**config.mk**
```make
export PLATFORM = sky130hd
export DESIGN_NAME = instr_encoder
export DESIGN_NICKNAME = d
export VERILOG_FILES = /design/src/rtl/instr_encoder_pkg.sv /design/src/rtl/instr_encoder_imm_packer.sv /design/src/rtl/instr_encoder.sv
export SDC_FILE = /design/constraint.sdc
export NUM_CORES = 1
export LEC_CHECK = 0
export ABC_AREA = 1
export CORE_ASPECT_RATIO = 1.5
export CORE_MARGIN = 2
export CORE_UTILIZATION = 55
export CTS_CLUSTER_SIZE = 28
export DETAILED_ROUTE_END_ITERATION = 12
export PLACE_DENSITY = 0.85
export SLEW_MARGIN = 10
export SYNTH_ARGS = -nofsm -noshare
export SYNTH_HDL_FRONTEND = slang
export SYNTH_HIERARCHICAL = 1
export SYNTH_SLANG_ARGS = --single-unit
```
**constraint.sdc**
```tcl
create_clock -name clk -period 5.7 [get_ports clk]
set_clock_uncertainty 0.1 [all_clocks]
set_input_delay 1.14 -clock clk [delete_from_list [all_inputs] [get_ports clk]]
set_output_delay 1.14 -clock clk [all_outputs]
set_load 0.05 [all_outputs]
```
**src/rtl/instr_encoder_pkg.sv**
```systemverilog
// Shared RV32I encoding definitions: opcodes, class codes, NOP word and encoder FSM states.
// Defining INSTR_ENC_NOP_PAD_EN adds the PAD state, which writes a NOP after each B/JAL/JALR word.
package instr_encoder_pkg;

  localparam logic [6:0] OPC_R    = 7'b0110011;
  localparam logic [6:0] OPC_I    = 7'b0010011;
  localparam logic [6:0] OPC_LW   = 7'b0000011;
  localparam logic [6:0] OPC_SW   = 7'b0100011;
  localparam logic [6:0] OPC_B    = 7'b1100011;
  localparam logic [6:0] OPC_JAL  = 7'b1101111;
  localparam logic [6:0] OPC_JALR = 7'b1100111;
  localparam logic [6:0] OPC_LUI  = 7'b0110111;

  localparam logic [31:0] NOP_WORD = 32'h0000_0013;

  // Immediate bits live in instr[31:7]; the packer returns exactly that slice.
  localparam int IMM_BITS_W = 25;

  typedef enum logic [2:0] {
    CLS_R    = 3'd0,
    CLS_I    = 3'd1,
    CLS_LW   = 3'd2,
    CLS_SW   = 3'd3,
    CLS_B    = 3'd4,
    CLS_JAL  = 3'd5,
    CLS_JALR = 3'd6,
    CLS_LUI  = 3'd7
  } cls_e;

`ifdef INSTR_ENC_NOP_PAD_EN
  typedef enum logic [2:0] {
    ST_IDLE = 3'd0,
    ST_ENC  = 3'd1,
    ST_WR   = 3'd2,
    ST_FULL = 3'd3,
    ST_PAD  = 3'd4
  } state_e;
`else
  typedef enum logic [2:0] {
    ST_IDLE = 3'd0,
    ST_ENC  = 3'd1,
    ST_WR   = 3'd2,
    ST_FULL = 3'd3
  } state_e;
`endif

  function automatic logic [6:0] opcode_of(input cls_e cls);
    case (cls)
      CLS_R:    opcode_of = OPC_R;
      CLS_I:    opcode_of = OPC_I;
      CLS_LW:   opcode_of = OPC_LW;
      CLS_SW:   opcode_of = OPC_SW;
      CLS_B:    opcode_of = OPC_B;
      CLS_JAL:  opcode_of = OPC_JAL;
      CLS_JALR: opcode_of = OPC_JALR;
      CLS_LUI:  opcode_of = OPC_LUI;
    endcase
  endfunction

  function automatic logic uses_rd(input cls_e cls);
    uses_rd = !(cls == CLS_SW || cls == CLS_B);
  endfunction

  function automatic logic uses_rs1(input cls_e cls);
    uses_rs1 = !(cls == CLS_JAL || cls == CLS_LUI);
  endfunction

  function automatic logic uses_rs2(input cls_e cls);
    uses_rs2 = (cls == CLS_R || cls == CLS_SW || cls == CLS_B);
  endfunction

endpackage

```
**src/rtl/instr_encoder_imm_packer.sv**
```systemverilog
// Combinational immediate scatter: places the class's immediate into instr[31:7]
// (register fields left zero) and flags whether the immediate is encodable.
module instr_encoder_imm_packer
  import instr_encoder_pkg::*;
(
  input  cls_e                  i_cls,
  input  logic [2:0]            i_funct3,
  input  logic [31:0]           i_imm,
  output logic [IMM_BITS_W-1:0] o_imm_bits,
  output logic                  o_range_ok
);

  logic w_fits12;
  logic w_fits13;
  logic w_fits21;
  logic w_is_shift;

  // A value fits N signed bits when everything above bit N-2 is a pure sign extension.
  assign w_fits12   = (&i_imm[31:11]) | ~(|i_imm[31:11]);
  assign w_fits13   = (&i_imm[31:12]) | ~(|i_imm[31:12]);
  assign w_fits21   = (&i_imm[31:20]) | ~(|i_imm[31:20]);
  assign w_is_shift = (i_funct3 == 3'b001) || (i_funct3 == 3'b101);

  // Bit k of o_imm_bits is instruction bit k+7.
  always_comb begin
    o_imm_bits = '0;
    o_range_ok = 1'b1;
    case (i_cls)
      CLS_R: begin
        o_range_ok = 1'b1;
      end
      CLS_I: begin
        if (w_is_shift) begin
          o_imm_bits[17:13] = i_imm[4:0];
          o_range_ok        = ~(|i_imm[31:5]);
        end else begin
          o_imm_bits[24:13] = i_imm[11:0];
          o_range_ok        = w_fits12;
        end
      end
      CLS_LW, CLS_JALR: begin
        o_imm_bits[24:13] = i_imm[11:0];
        o_range_ok        = w_fits12;
      end
      CLS_SW: begin
        o_imm_bits[24:18] = i_imm[11:5];
        o_imm_bits[4:0]   = i_imm[4:0];
        o_range_ok        = w_fits12;
      end
      CLS_B: begin
        o_imm_bits[24]    = i_imm[12];
        o_imm_bits[23:18] = i_imm[10:5];
        o_imm_bits[4:1]   = i_imm[4:1];
        o_imm_bits[0]     = i_imm[11];
        o_range_ok        = w_fits13 & ~i_imm[0];
      end
      CLS_JAL: begin
        o_imm_bits[24]    = i_imm[20];
        o_imm_bits[23:14] = i_imm[10:1];
        o_imm_bits[13]    = i_imm[11];
        o_imm_bits[12:5]  = i_imm[19:12];
        o_range_ok        = w_fits21 & ~i_imm[0];
      end
      CLS_LUI: begin
        o_imm_bits[24:5] = i_imm[31:12];
        o_range_ok       = ~(|i_imm[11:0]);
      end
    endcase
  end

endmodule

```
**src/rtl/instr_encoder.sv**
```systemverilog
// Packs RV32I field bundles into instruction words and writes them sequentially to imem.
// Optional INSTR_ENC_NOP_PAD_EN: a NOP is written after every B/JAL/JALR word.
module instr_encoder
  import instr_encoder_pkg::*;
#(
  parameter int                ADDR_W     = 6,
  parameter logic [ADDR_W-1:0] START_ADDR = '0
) (
  input  logic              clk,
  input  logic              rst_n,
  input  logic              clear,
  input  logic              in_valid,
  output logic              in_ready,
  input  logic [2:0]        in_class,
  input  logic [2:0]        funct3,
  input  logic              funct7b5,
  input  logic [4:0]        rd,
  input  logic [4:0]        rs1,
  input  logic [4:0]        rs2,
  input  logic [31:0]       imm,
  output logic              mem_we,
  output logic [ADDR_W-1:0] mem_addr,
  output logic [31:0]       mem_wdata,
  output logic [ADDR_W:0]   count,
  output logic              full,
  output logic              err,
  output state_e            dbg_state
);

  localparam logic [ADDR_W:0]   DEPTH     = {1'b1, {ADDR_W{1'b0}}};
  localparam logic [ADDR_W-1:0] LAST_ADDR = '1;

  state_e                  r_state;
  state_e                  w_next;
  logic                    r_rst_done;
  cls_e                    r_cls;
  logic [2:0]              r_funct3;
  logic                    r_funct7b5;
  logic [4:0]              r_rd;
  logic [4:0]              r_rs1;
  logic [4:0]              r_rs2;
  logic [31:0]             r_imm;
  logic [31:0]             r_word;
  logic [ADDR_W-1:0]       r_addr;
  logic [ADDR_W:0]         r_count;
  logic                    r_err;

  logic                    w_full;
  logic                    w_ready;
  logic                    w_accept;
  logic                    w_wr_state;
  logic [ADDR_W:0]         w_count_inc;
  logic                    w_last_word;
  logic [IMM_BITS_W-1:0]   w_imm_bits;
  logic                    w_range_ok;
  logic [31:0]             w_enc_word;

  // Handshake: a bundle transfers on a rising edge where in_valid && in_ready; in_ready
  // depends only on FSM state, fill level and clear, never on in_valid.
  assign w_full      = (r_count == DEPTH);
  assign w_ready     = (r_state == ST_IDLE) && !w_full && r_rst_done && !clear;
  assign w_accept    = in_valid && w_ready;
  assign w_count_inc = r_count + {{ADDR_W{1'b0}}, 1'b1};
  assign w_last_word = (w_count_inc == DEPTH);

`ifdef INSTR_ENC_NOP_PAD_EN
  logic w_is_ctrl;
  assign w_is_ctrl  = (r_cls == CLS_B) || (r_cls == CLS_JAL) || (r_cls == CLS_JALR);
  assign w_wr_state = (r_state == ST_WR) || (r_state == ST_PAD);
`else
  assign w_wr_state = (r_state == ST_WR);
`endif

  instr_encoder_imm_packer u_imm_packer (
    .i_cls      (r_cls),
    .i_funct3   (r_funct3),
    .i_imm      (r_imm),
    .o_imm_bits (w_imm_bits),
    .o_range_ok (w_range_ok)
  );

  always_comb begin
    w_enc_word      = {w_imm_bits, 7'b0};
    w_enc_word[6:0] = opcode_of(r_cls);
    if (uses_rd(r_cls))  w_enc_word[11:7]  = r_rd;
    if (uses_rs1(r_cls)) w_enc_word[19:15] = r_rs1;
    if (uses_rs2(r_cls)) w_enc_word[24:20] = r_rs2;
    case (r_cls)
      CLS_R, CLS_I, CLS_B: w_enc_word[14:12] = r_funct3;
      CLS_LW, CLS_SW:      w_enc_word[14:12] = 3'b010;
      CLS_JALR:            w_enc_word[14:12] = 3'b000;
      default:             ;
    endcase
    // instr[30] selects SUB/SRA and SRAI; for every other I-type it is an immediate bit.
    if (r_cls == CLS_R || (r_cls == CLS_I && r_funct3 == 3'b101)) begin
      w_enc_word[30] = r_funct7b5;
    end
  end

  always_comb begin
    w_next = r_state;
    case (r_state)
      ST_IDLE: if (w_accept) w_next = ST_ENC;
      ST_ENC:  w_next = w_range_ok ? ST_WR : ST_IDLE;
      ST_WR: begin
        if (w_last_word) w_next = ST_FULL;
`ifdef INSTR_ENC_NOP_PAD_EN
        else if (w_is_ctrl) w_next = ST_PAD;
`endif
        else w_next = ST_IDLE;
      end
`ifdef INSTR_ENC_NOP_PAD_EN
      ST_PAD:  w_next = w_last_word ? ST_FULL : ST_IDLE;
`endif
      ST_FULL: w_next = ST_FULL;
      default: w_next = ST_IDLE;
    endcase
    if (clear) w_next = ST_IDLE;
  end

  always_ff @(posedge clk or negedge rst_n) begin
    if (!rst_n) begin
      r_state    <= ST_IDLE;
      r_rst_done <= 1'b0;
      r_cls      <= CLS_R;
      r_funct3   <= '0;
      r_funct7b5 <= 1'b0;
      r_rd       <= '0;
      r_rs1      <= '0;
      r_rs2      <= '0;
      r_imm      <= '0;
      r_word     <= '0;
      r_addr     <= START_ADDR;
      r_count    <= '0;
      r_err      <= 1'b0;
    end else begin
      r_state    <= w_next;
      r_rst_done <= 1'b1;
      if (clear) begin
        r_addr  <= START_ADDR;
        r_count <= '0;
        r_err   <= 1'b0;
      end else begin
        case (r_state)
          ST_IDLE: begin
            if (w_accept) begin
              r_cls      <= cls_e'(in_class);
              r_funct3   <= funct3;
              r_funct7b5 <= funct7b5;
              r_rd       <= rd;
              r_rs1      <= rs1;
              r_rs2      <= rs2;
              r_imm      <= imm;
            end
          end
          ST_ENC: begin
            if (w_range_ok) r_word <= w_enc_word;
            else            r_err  <= 1'b1;
          end
          ST_WR: begin
            r_count <= w_count_inc;
            if (r_addr != LAST_ADDR) r_addr <= r_addr + 1'b1;
`ifdef INSTR_ENC_NOP_PAD_EN
            if (w_is_ctrl && !w_last_word) r_word <= NOP_WORD;
`endif
          end
`ifdef INSTR_ENC_NOP_PAD_EN
          ST_PAD: begin
            r_count <= w_count_inc;
            if (r_addr != LAST_ADDR) r_addr <= r_addr + 1'b1;
          end
`endif
          default: ;
        endcase
      end
    end
  end

  // A clear arriving during a write cycle cancels the strobe for that cycle.
  assign mem_we    = w_wr_state && !clear;
  assign mem_addr  = r_addr;
  assign mem_wdata = r_word;
  assign count     = r_count;
  assign full      = w_full;
  assign err       = r_err;
  assign in_ready  = w_ready;
  assign dbg_state = r_state;

endmodule

```
==> results.py, run 1 <==
metrics = {
    "synth": {
        "ys_ff_latch": 102,
        "synth_fp_nets": 751,
        "ys_top_cells_by_area": "dfrtp_1, nand2_1, nand3_1",
        "synth_common_cells": "nand2_1, dfrtp_1, nor2_1, nand3_1, inv_1",
        "syn_area_sq_mm": 0.00522,
        "synth_flop_cell": "dfrtp_1",
        "avgSynthCellArea_sq_um": 7.61,
        "syn_inst": 685,
        "synth_edf_count": 0,
        "synth_top_area_share": 0.489,
        "ys_seq_area_frac": 0.489,
        "synth_most_common_cell": "nand2_1",
        "synth_cell_types": 38,
        "synthArstFlopShare": 1.00,
        "ys_warn_count": 11,
        "yosysTopAreaCell": "dfrtp_1",
    },
    "clock_tree": {
        "hold_buffers": 0,
        "cts-resized-gates": 0,
        "clock-sinks": 102,
        "postCtsSetupRepairBufs": 0,
        "clockRootBuffer": "clkbuf_16",
        "cts_max_path_buffers": 2,
        "h-tree-depth": 3,
        "clkLatencyLatePin_ns": 0.35,
        "cts_made_buffers": 9,
        "cts_tree": "yes",
        "clk_pin_slew_ns": 0.07,
    },
    "timing": {
        "fin_setup_tns_ns": 0,
        "fin_crit_sh": 0.766,
        "final-hold-violation-count": 0,
        "setup-violations-final": 0,
        "timing.fmax_mhz": 229,
        "grt_setup_unrepaired": "false",
        "min_period_ns": 4.37,
        "slew_violations": 0,
        "tightestPinTransition_ns": 1.06,
        "slew_headroom": 0.289,
    },
    "grt": {
        "grt_antenna_before_repair": 0,
        "grt_max_degree": 61,
        "grt_usage": 0.273,
        "grt_pass1_vias": 4736,
        "grt_first_pass_wirelength_mm": 22.3,
        "gr-total-overflow": 0,
    },
    "place": {
        "gp_congestion": 0.893,
        "port_buffers": 108,
        "dpl.cell_count": 880,
        "dpl.hpwl_mm": 10.2,
    },
    "route": {
        "routed_via_density": 5.47,
        "drtAntennaViolNets": 0,
        "wl_per_cell_um": 15.3,
        "drtIter0Drc": 346,
        "routed_wl_mm": 13.7,
        "num_vias": 4897,
        "drc_errors": 0,
        "dr.pass1.iters": 5,
    },
    "critical_path": {
        "regToRegSetupSlack_ns": 2.51,
        "timing.rr.end": "mem_wdata[17]",
        "worstSetupEndpointType": "output port",
        "path_max_fanout": 8,
        "critPathLaunchType": "input port",
        "r2r_cells": 11,
        "worstSetupPathType": "input port to output port",
        "r2r_start": "r_cls[2]",
        "cp.arrival_ns": 3.13,
        "worstPathRequired_ns": 4.46,
    },
    "floorplanning": {
        "initial_core_util": 0.564,
        "dieArea_sq_mm": 0.0103,
        "fp.dieW_um": 83.5,
        "core.rowCount": 43,
        "die_y_um": 123,
        "ioPinCount": 110,
        "core-area_sq_mm": 0.00925,
    },
    "run_status": {
        "outcome": "completed",
    },
    "pwr": {
        "p_int_mw": 1.62,
        "leakagePower_nw": 3.23,
        "clkPwrFrac": 0.222,
        "switchingPower_mw": 1.16,
        "ir_drop_mv": 0.230,
        "swShare": 0.418,
        "power_frac_comb": 0.392,
        "seq_power_share": 0.387,
        "pwr_density_cell_mw_per_mm2": 421,
    },
    "cells_and_area": {
        "syn2layout_area_growth_pct": 26.6,
        "fin_nets": 845,
        "num_antenna_cells": 0,
        "fill_cells": 732,
        "instances_no_fill": 895,
        "drive_above_1_share": 0.0536,
    },
    "job": {
        "cap_violations": 0,
    },
    "hold_path": {
        "worstHoldEndpoint": "r_rs2[3]",
        "hold_depth": 2,
        "holdCritStartpoint": "r_rs2[3]",
        "min_path_type": "flop to flop",
    },
}
placed cells by master (no fill, tap or decap), drive strengths merged:
cell type | netlist | final
nand2 | 213 | 213
clkdlybuf4s50 | 0 | 107
dfrtp | 102 | 102
nor2 | 87 | 87
nand3 | 78 | 78
inv | 61 | 61
o21ai | 59 | 59
a21oi | 18 | 18
clkbuf | 11 | 10
ha | 8 | 8
buf | 18 | 5
nand4 | 3 | 3
nand3b | 3 | 3
o211ai | 3 | 3
or2 | 3 | 3
clkinv | 0 | 3
xor2 | 2 | 2
o31ai | 2 | 2
nor3 | 2 | 2
conb | 2 | 2
o22ai | 2 | 2
a41oi | 1 | 1
a211oi | 1 | 1
o21bai | 1 | 1
and3 | 1 | 1
o21a | 1 | 1
xnor2 | 1 | 1
a31oi | 1 | 1
clkinvlp | 0 | 1
bufinv | 0 | 1
and2 | 1 | 1
sequential cells by signal (all words and copies together), names as in the netlist:
| register | count |
|---|---|
| r_rs1 | 5 |
| r_imm | 32 |
| r_rd | 5 |
| mem_wdata | 31 |
| count | 7 |
| err | 1 |
| r_cls | 3 |
| r_rst_done | 1 |
| r_funct3 | 3 |
| r_rs2 | 5 |
| r_funct7b5 | 1 |
| dbg_state | 2 |
| mem_addr | 6 |
critical path: stages:
cell	delay, ns
clkdlybuf4s50_1	0.59
nor2_1	0.49
clkdlybuf4s50_1	0.90
how the worst max path moves through the flow:
| stage | end | cells after the start | slack, ns | startpoint |
|---|---|---|---|---|
| 2_1_floorplan | mem_we | 2 | 2.36 | clear |
| 3_3_place_gp | in_ready | 7 | 1.36 | clear |
| 3_5_place_dp | in_ready | 7 | 1.37 | clear |
| 4_1_cts | in_ready | 7 | 1.35 | clear |
| 5_1_grt | mem_we | 3 | 1.24 | clear |
| 6_report | mem_we | 3 | 1.33 | clear |
logic make-up (layout without fill, tap and decap cells):
kind of cell,count (synthesis),count (layout),share of synthesized area
AND/OR/NAND/NOR,391,391,0.313
flip-flops,102,102,0.489
buffers and inverters,90,188,0.0746
AO/OA/AOI/OAI,89,89,0.0974
adder cells (fa/ha/maj),8,8,0.0192
XOR/XNOR,3,3,0.00504
other,2,2,0.00144
routing by layer:
metal,global-route usage,routed length (um),vias to the layer above
li1,-,-,2368
met1,0.322,5410,2356
met2,0.509,7350,143
met3,0.0340,522,30
met4,0.110,379,0
met5,0,0,-
power by group through the flow:
stage / Combinational (mW) / Sequential [mW] / Clock [mW]
floorplan: 0.408 / 1.36 / 0
global placement: 1.06 / 1.08 / 0
detailed placement: 1.09 / 1.08 / 0
CTS: 1.09 / 1.07 / 0.623
global route: 1.17 / 1.09 / 0.651
finish: 1.09 / 1.08 / 0.617
per-stage QoR:
step	area [sq um]	hold slack (ns)	power [mW]	worst slack (ns)	utilization
final	6600	0.375	2.78	1.33	0.713
after global routing	6600	0.402	2.92	1.24	0.713
after CTS	6600	0.375	2.79	1.35	0.713
after detailed placement	6300	0.357	2.17	1.37	0.681
after global placement	6300	0.351	2.14	1.36	0.681
after floorplan	5220	0.337	1.77	2.36	-
final cells by class:
type | count | area [sq um] | share of cell area
repair buffers | 112 | 1110 | 0.168
clock buffers | 10 | 239 | 0.0362
well taps | 112 | 140 | 0.0212
multi-input cells | 493 | 2270 | 0.344
flip-flops and latches | 102 | 2550 | 0.387
inverters | 61 | 229 | 0.0347
clock inverters | 5 | 60.1 | 0.00910
Power figures use the tool's default switching activity.
==> run 2, diff against run 1 <==
CORE_UTILIZATION = 46   (was 55)
PLACE_DENSITY = 0.76   (was 0.85)
clock period = 3.9 ns   (was 5.7 ns; I/O delays follow)
==> results.py, run 2 (same netlist as run 1, synthesis figures left out) <==
metrics = {
    "critical_path": {
        "critical-path-top-delay-family": "buffers and inverters",
        "path_max_fanout": 7,
        "regToRegSetupSlack_ns": 0.91,
        "cpMaxStageDelayCell": "clkdlybuf4s50_1",
        "worstSetupPathType": "input port to output port",
        "worstPathRequired_ns": 3.02,
        "crit_chain": "clkdlybuf4s50_1, nor2_1, buf_4, clkdlybuf4s50_1",
        "cp_num_buf_inv": 3,
        "timing.rr.end": "mem_wdata[6]",
        "critPathLaunchType": "input port",
        "critical-path-max-stage-delay_ns": 0.81,
        "worstSetupEndpointType": "output port",
        "crit_top_cell": "clkdlybuf4s50_1",
        "r2r_start": "r_cls[2]",
        "r2r_cells": 10,
        "cp.arrival_ns": 2.28,
    },
    "floorplanning": {
        "initial_core_util": 0.472,
        "die_y_um": 134,
        "core.rowCount": 47,
        "ioPinCount": 110,
        "dieArea_sq_mm": 0.0122,
        "core-area_sq_mm": 0.0111,
        "fp.dieW_um": 90.9,
    },
    "pwr": {
        "ir_drop_mv": 0.255,
        "pwr_density_cell_mw_per_mm2": 601,
        "power_mw": 4.02,
        "leakagePower_nw": 3.25,
    },
    "clock_tree": {
        "clockRootBuffer": "clkbuf_16",
        "cts_max_path_buffers": 2,
        "clock-sinks": 102,
        "postCtsSetupRepairBufs": 0,
        "clkLatencyLatePin_ns": 0.35,
        "hold_buffers": 0,
        "cts_tree": "yes",
        "cts-resized-gates": 0,
        "cts_made_buffers": 9,
        "clk_pin_slew_ns": 0.07,
        "h-tree-depth": 3,
    },
    "timing": {
        "fin_ws_ns": 0.736,
        "slew_headroom": 0.419,
        "min_period_ns": 3.16,
        "final-hold-violation-count": 0,
        "grt_setup_unrepaired": "false",
        "setup-violations-final": 0,
        "tightestPinTransition_ns": 0.870,
        "slew_violations": 0,
        "fin_crit_sh": 0.811,
        "fin_setup_tns_ns": 0,
        "timing.fmax_mhz": 316,
    },
    "cells_and_area": {
        "largest-register": "r_imm",
        "final_cell_mix": "nand2_1, clkdlybuf4s50_1, dfrtp_1, nor2_1, nand3_1",
        "final_common_cell": "nand2_1",
        "fill_cells": 1072,
        "largest_reg_flops": 32,
        "fin_nets": 850,
        "instances_no_fill": 936,
        "syn2layout_area_growth_pct": 28.0,
        "drive_above_1_share": 0.0621,
        "num_antenna_cells": 0,
    },
    "run_status": {
        "outcome": "completed",
    },
    "grt": {
        "grt_max_degree": 52,
        "grt_usage": 0.233,
        "grt_first_pass_wirelength_mm": 22.7,
        "gr-total-overflow": 0,
        "grt_pass1_vias": 4711,
        "grt_antenna_before_repair": 0,
    },
    "route": {
        "dr.pass1.iters": 5,
        "drtIter0Drc": 226,
        "drc_errors": 0,
        "routed_via_density": 5.15,
        "drtAntennaViolNets": 0,
        "routed_wl_mm": 14.0,
        "wl_per_cell_um": 14.9,
        "num_vias": 4824,
    },
    "place": {
        "dpl.cell_count": 920,
        "preCtsSetupSlack_ns": 0.732,
        "port_buffers": 108,
        "dpl.hpwl_mm": 10.6,
        "gp_congestion": 0.923,
    },
    "job": {
        "cap_violations": 0,
    },
    "hold_path": {
        "min_path_type": "input port to async pin",
    },
}
## run 2: changes by cell type in the layout (fill, tap and decap cells not counted), sizes merged
| cell | previous run | this run |
|---|---|---|
| buf | 5 | 12 |
| bufinv | 1 | 0 |
| clkbuf | 10 | 12 |
| clkdlybuf4s50 | 107 | 105 |
| clkinv | 3 | 4 |
| clkinvlp | 1 | 0 |
## run 2: layer usage
layer  global-route usage  share of wire
met1                0.266           0.40
met3               0.0298          0.039
met2                0.433           0.53
met4                0.101          0.031
met5                    0              0
## run 2: worst max-delay path by stage
| stage | startpoint | endpoint | slack, ns | cells past startpoint |
|---|---|---|---|---|
| 2_1_floorplan | count[0] | in_ready | 1.15 | 6 |
| 3_3_place_gp | clear | mem_we | 0.72 | 4 |
| 3_5_place_dp | clear | mem_we | 0.73 | 4 |
| 4_1_cts | clear | mem_we | 0.73 | 4 |
| 5_1_grt | r_cls[2] | mem_wdata[17] | 0.63 | 10 |
| 6_report | clear | mem_we | 0.74 | 4 |
## run 2: metrics by stage
step / util / instance area (sq um) / hold slack [ns]
after floorplan: - / 5220 / 0.337
after global placement: 0.578 / 6390 / 0.352
after detailed placement: 0.578 / 6390 / 0.353
after CTS: 0.604 / 6680 / 0.341
after global routing: 0.604 / 6680 / 0.365
final: 0.604 / 6680 / 0.315
## run 2: layout make-up
type / instances / area (sq um) / share of cell area
Inverter: 61 / 229 / 0.0343
Clock inverter: 4 / 31.3 / 0.00468
Sequential cell: 102 / 2550 / 0.382
Tap cell: 147 / 184 / 0.0275
Clock buffer: 12 / 256 / 0.0384
Multi-Input combinational cell: 493 / 2270 / 0.340
Timing Repair Buffer: 117 / 1150 / 0.172
## run 2: worst reg2reg max path, delay by kind of cell (launching register included)
| family | cells | cell delay [ns] |
|---|---|---|
| and+or+nand+nor | 6 | 0.87 |
| DFF | 1 | 0.87 |
| buffers and inverters | 1 | 0.65 |
| AOI/OAI and AO/OA | 3 | 0.41 |
## run 2: power by group
part	internal, mW	leakage [nW]	switching [mW]
sequential	1.32	1.31	0.237
clock	0.470	0.143	0.389
combinational	0.534	1.80	1.06
total	2.33	3.25	1.69
==> run 3, diff against run 2 <==
clock period = 2.8 ns   (was 3.9 ns; I/O delays follow)
==> results.py, run 3 (same netlist as run 1, synthesis figures left out) <==
metrics = {
    "route": {
        "drtIter0Drc": 276,
        "num_vias": 4813,
        "drc_errors": 0,
        "wl_per_cell_um": 14.8,
        "routed_wl_mm": 13.9,
        "routed_via_density": 5.13,
        "drtAntennaViolNets": 0,
        "dr.pass1.iters": 4,
    },
    "clock_tree": {
        "cts_max_path_buffers": 2,
        "cts_made_buffers": 9,
        "clockRootBuffer": "clkbuf_16",
        "cts_tree": "yes",
        "clock-sinks": 102,
        "h-tree-depth": 3,
        "postCtsSetupRepairBufs": 0,
        "clk_pin_slew_ns": 0.07,
        "clkLatencyLatePin_ns": 0.34,
    },
    "cells_and_area": {
        "num_antenna_cells": 0,
        "drive_above_1_share": 0.0682,
        "instances_no_fill": 939,
        "fill_cells": 1044,
        "syn2layout_area_growth_pct": 30.4,
        "final_common_cell": "nand2_1",
        "largest_reg_flops": 32,
        "final_core_util": 0.615,
        "final_cell_mix": "nand2_1, clkdlybuf4s50_1, dfrtp_1, nor2_1, nand3_1",
        "fin_nets": 853,
        "largest-register": "r_imm",
    },
    "pwr": {
        "seq_power_share": 0.371,
        "leakagePower_nw": 3.33,
        "switchingPower_mw": 2.34,
        "clkPwrFrac": 0.245,
        "swShare": 0.401,
        "power_frac_comb": 0.384,
        "ir_drop_mv": 0.385,
        "p_int_mw": 3.50,
        "pwr_density_cell_mw_per_mm2": 859,
    },
    "timing": {
        "slew_headroom": 0.632,
        "fin_setup_tns_ns": 0,
        "setup-violations-final": 0,
        "fin_crit_sh": 0.871,
        "slew_violations": 0,
        "final-hold-violation-count": 0,
        "grt_setup_unrepaired": "false",
        "tightestPinTransition_ns": 0.546,
        "timing.fmax_mhz": 410,
        "min_period_ns": 2.44,
    },
    "floorplanning": {
        "die_y_um": 134,
        "initial_core_util": 0.472,
        "dieArea_sq_mm": 0.0122,
        "fp.dieW_um": 90.9,
        "core.rowCount": 47,
        "ioPinCount": 110,
        "core-area_sq_mm": 0.0111,
    },
    "grt": {
        "grt_pass1_vias": 4742,
        "grt_usage": 0.236,
        "grt_max_degree": 51,
        "grt_first_pass_wirelength_mm": 22.9,
        "gr-total-overflow": 0,
        "grt_antenna_before_repair": 0,
    },
    "critical_path": {
        "cp.arrival_ns": 1.78,
        "critPathLaunchType": "input port",
        "worstSetupPathType": "input port to output port",
        "worstSetupEndpointType": "output port",
        "worstPathRequired_ns": 2.14,
        "path_max_fanout": 4,
    },
    "place": {
        "port_buffers": 108,
        "gp_congestion": 0.908,
        "dpl.cell_count": 923,
        "dpl.hpwl_mm": 10.7,
    },
    "job": {
        "cap_violations": 0,
    },
    "hold_path": {
        "min_path_type": "input port to async pin",
    },
    "run_status": {
        "outcome": "completed",
    },
}
==> run 3: cell count changes in the layout (fill, tap and decap cells not counted), sizes merged <==
| cell | previous run | this run |
|---|---|---|
| dlymetal6s2s | 0 | 1 |
| clkbuf | 12 | 10 |
| clkinv | 4 | 3 |
| bufinv | 0 | 3 |
| buf | 12 | 16 |
| clkdlybuf4s50 | 105 | 103 |
==> run 3: timing repair <==
| action | in CTS | in global routing |
|---|---|---|
| resized for setup | 0 | 1 |
| hold buffers | 0 | 0 |
| setup endpoints to repair | 0 | 1 |
==> run 3: cell type report <==
| cell class | count | area (sq um) | area share |
|---|---|---|---|
| Tap cell | 147 | 184 | 0.0271 |
| Sequential cell | 102 | 2550 | 0.375 |
| Clock buffer | 10 | 239 | 0.0352 |
| Inverter | 61 | 229 | 0.0337 |
| Clock inverter | 6 | 109 | 0.0160 |
| Timing Repair Buffer | 120 | 1210 | 0.178 |
| Multi-Input combinational cell | 493 | 2270 | 0.334 |
==> run 3: critical path, cell delays in order <==
cell and delay (ns):
clkdlybuf4s50_1 0.47, nor2_4 0.13, nand2_1 0.08, inv_2 0.06, nand2_1 0.07, nor2_4 0.23, buf_12 0.17
==> run 3: power groups by stage <==
stage	Clock [mW]	Combinational [mW]	Sequential, mW
finish	1.43	2.24	2.17
global route	1.50	2.43	2.22
CTS	1.45	2.26	2.17
detailed placement	0	2.25	2.19
global placement	0	2.22	2.18
floorplan	0	0.831	2.77
==> run 3: final timing paths <==
kind | startpoint | endpoint | slack [ns] | cells after the start
hold reg to reg | r_rs1[3] | r_rs1[3] | 0.37 | 2
setup / recovery | clear | in_ready | 0.36 | 7
setup reg to reg | r_cls[2] | mem_wdata[13] | 0.45 | 13
max in group asynchronous | rst_n | mem_wdata[15] | 1.86 | 2
min in group clk | r_rs1[3] | r_rs1[3] | 0.37 | 2
hold / removal | rst_n | count[3] | 0.06 | 1
==> run 3: through the flow <==
| stage | hold WS (ns) | cell area, sq um | power (mW) | worst slack [ns] |
|---|---|---|---|---|
| detailed placement | 0.353 | 6450 | 4.44 | 0.279 |
| CTS | 0.0759 | 6800 | 5.88 | 0.00990 |
| floorplan | 0.164 | 5220 | 3.60 | 0.266 |
| finish | 0.0614 | 6800 | 5.84 | 0.361 |
| global route | 0.102 | 6800 | 6.15 | 0.271 |
| global placement | 0.350 | 6450 | 4.40 | 0.330 |
==> run 3: metal layers <==
layer | vias up | track usage | routed length [um]
met4 | 0 | 0.107 | 415
met1 | 2280 | 0.270 | 5470
met3 | 22 | 0.0180 | 455
met5 | - | 0 | 0
li1 | 2389 | - | -
met2 | 122 | 0.443 | 7550
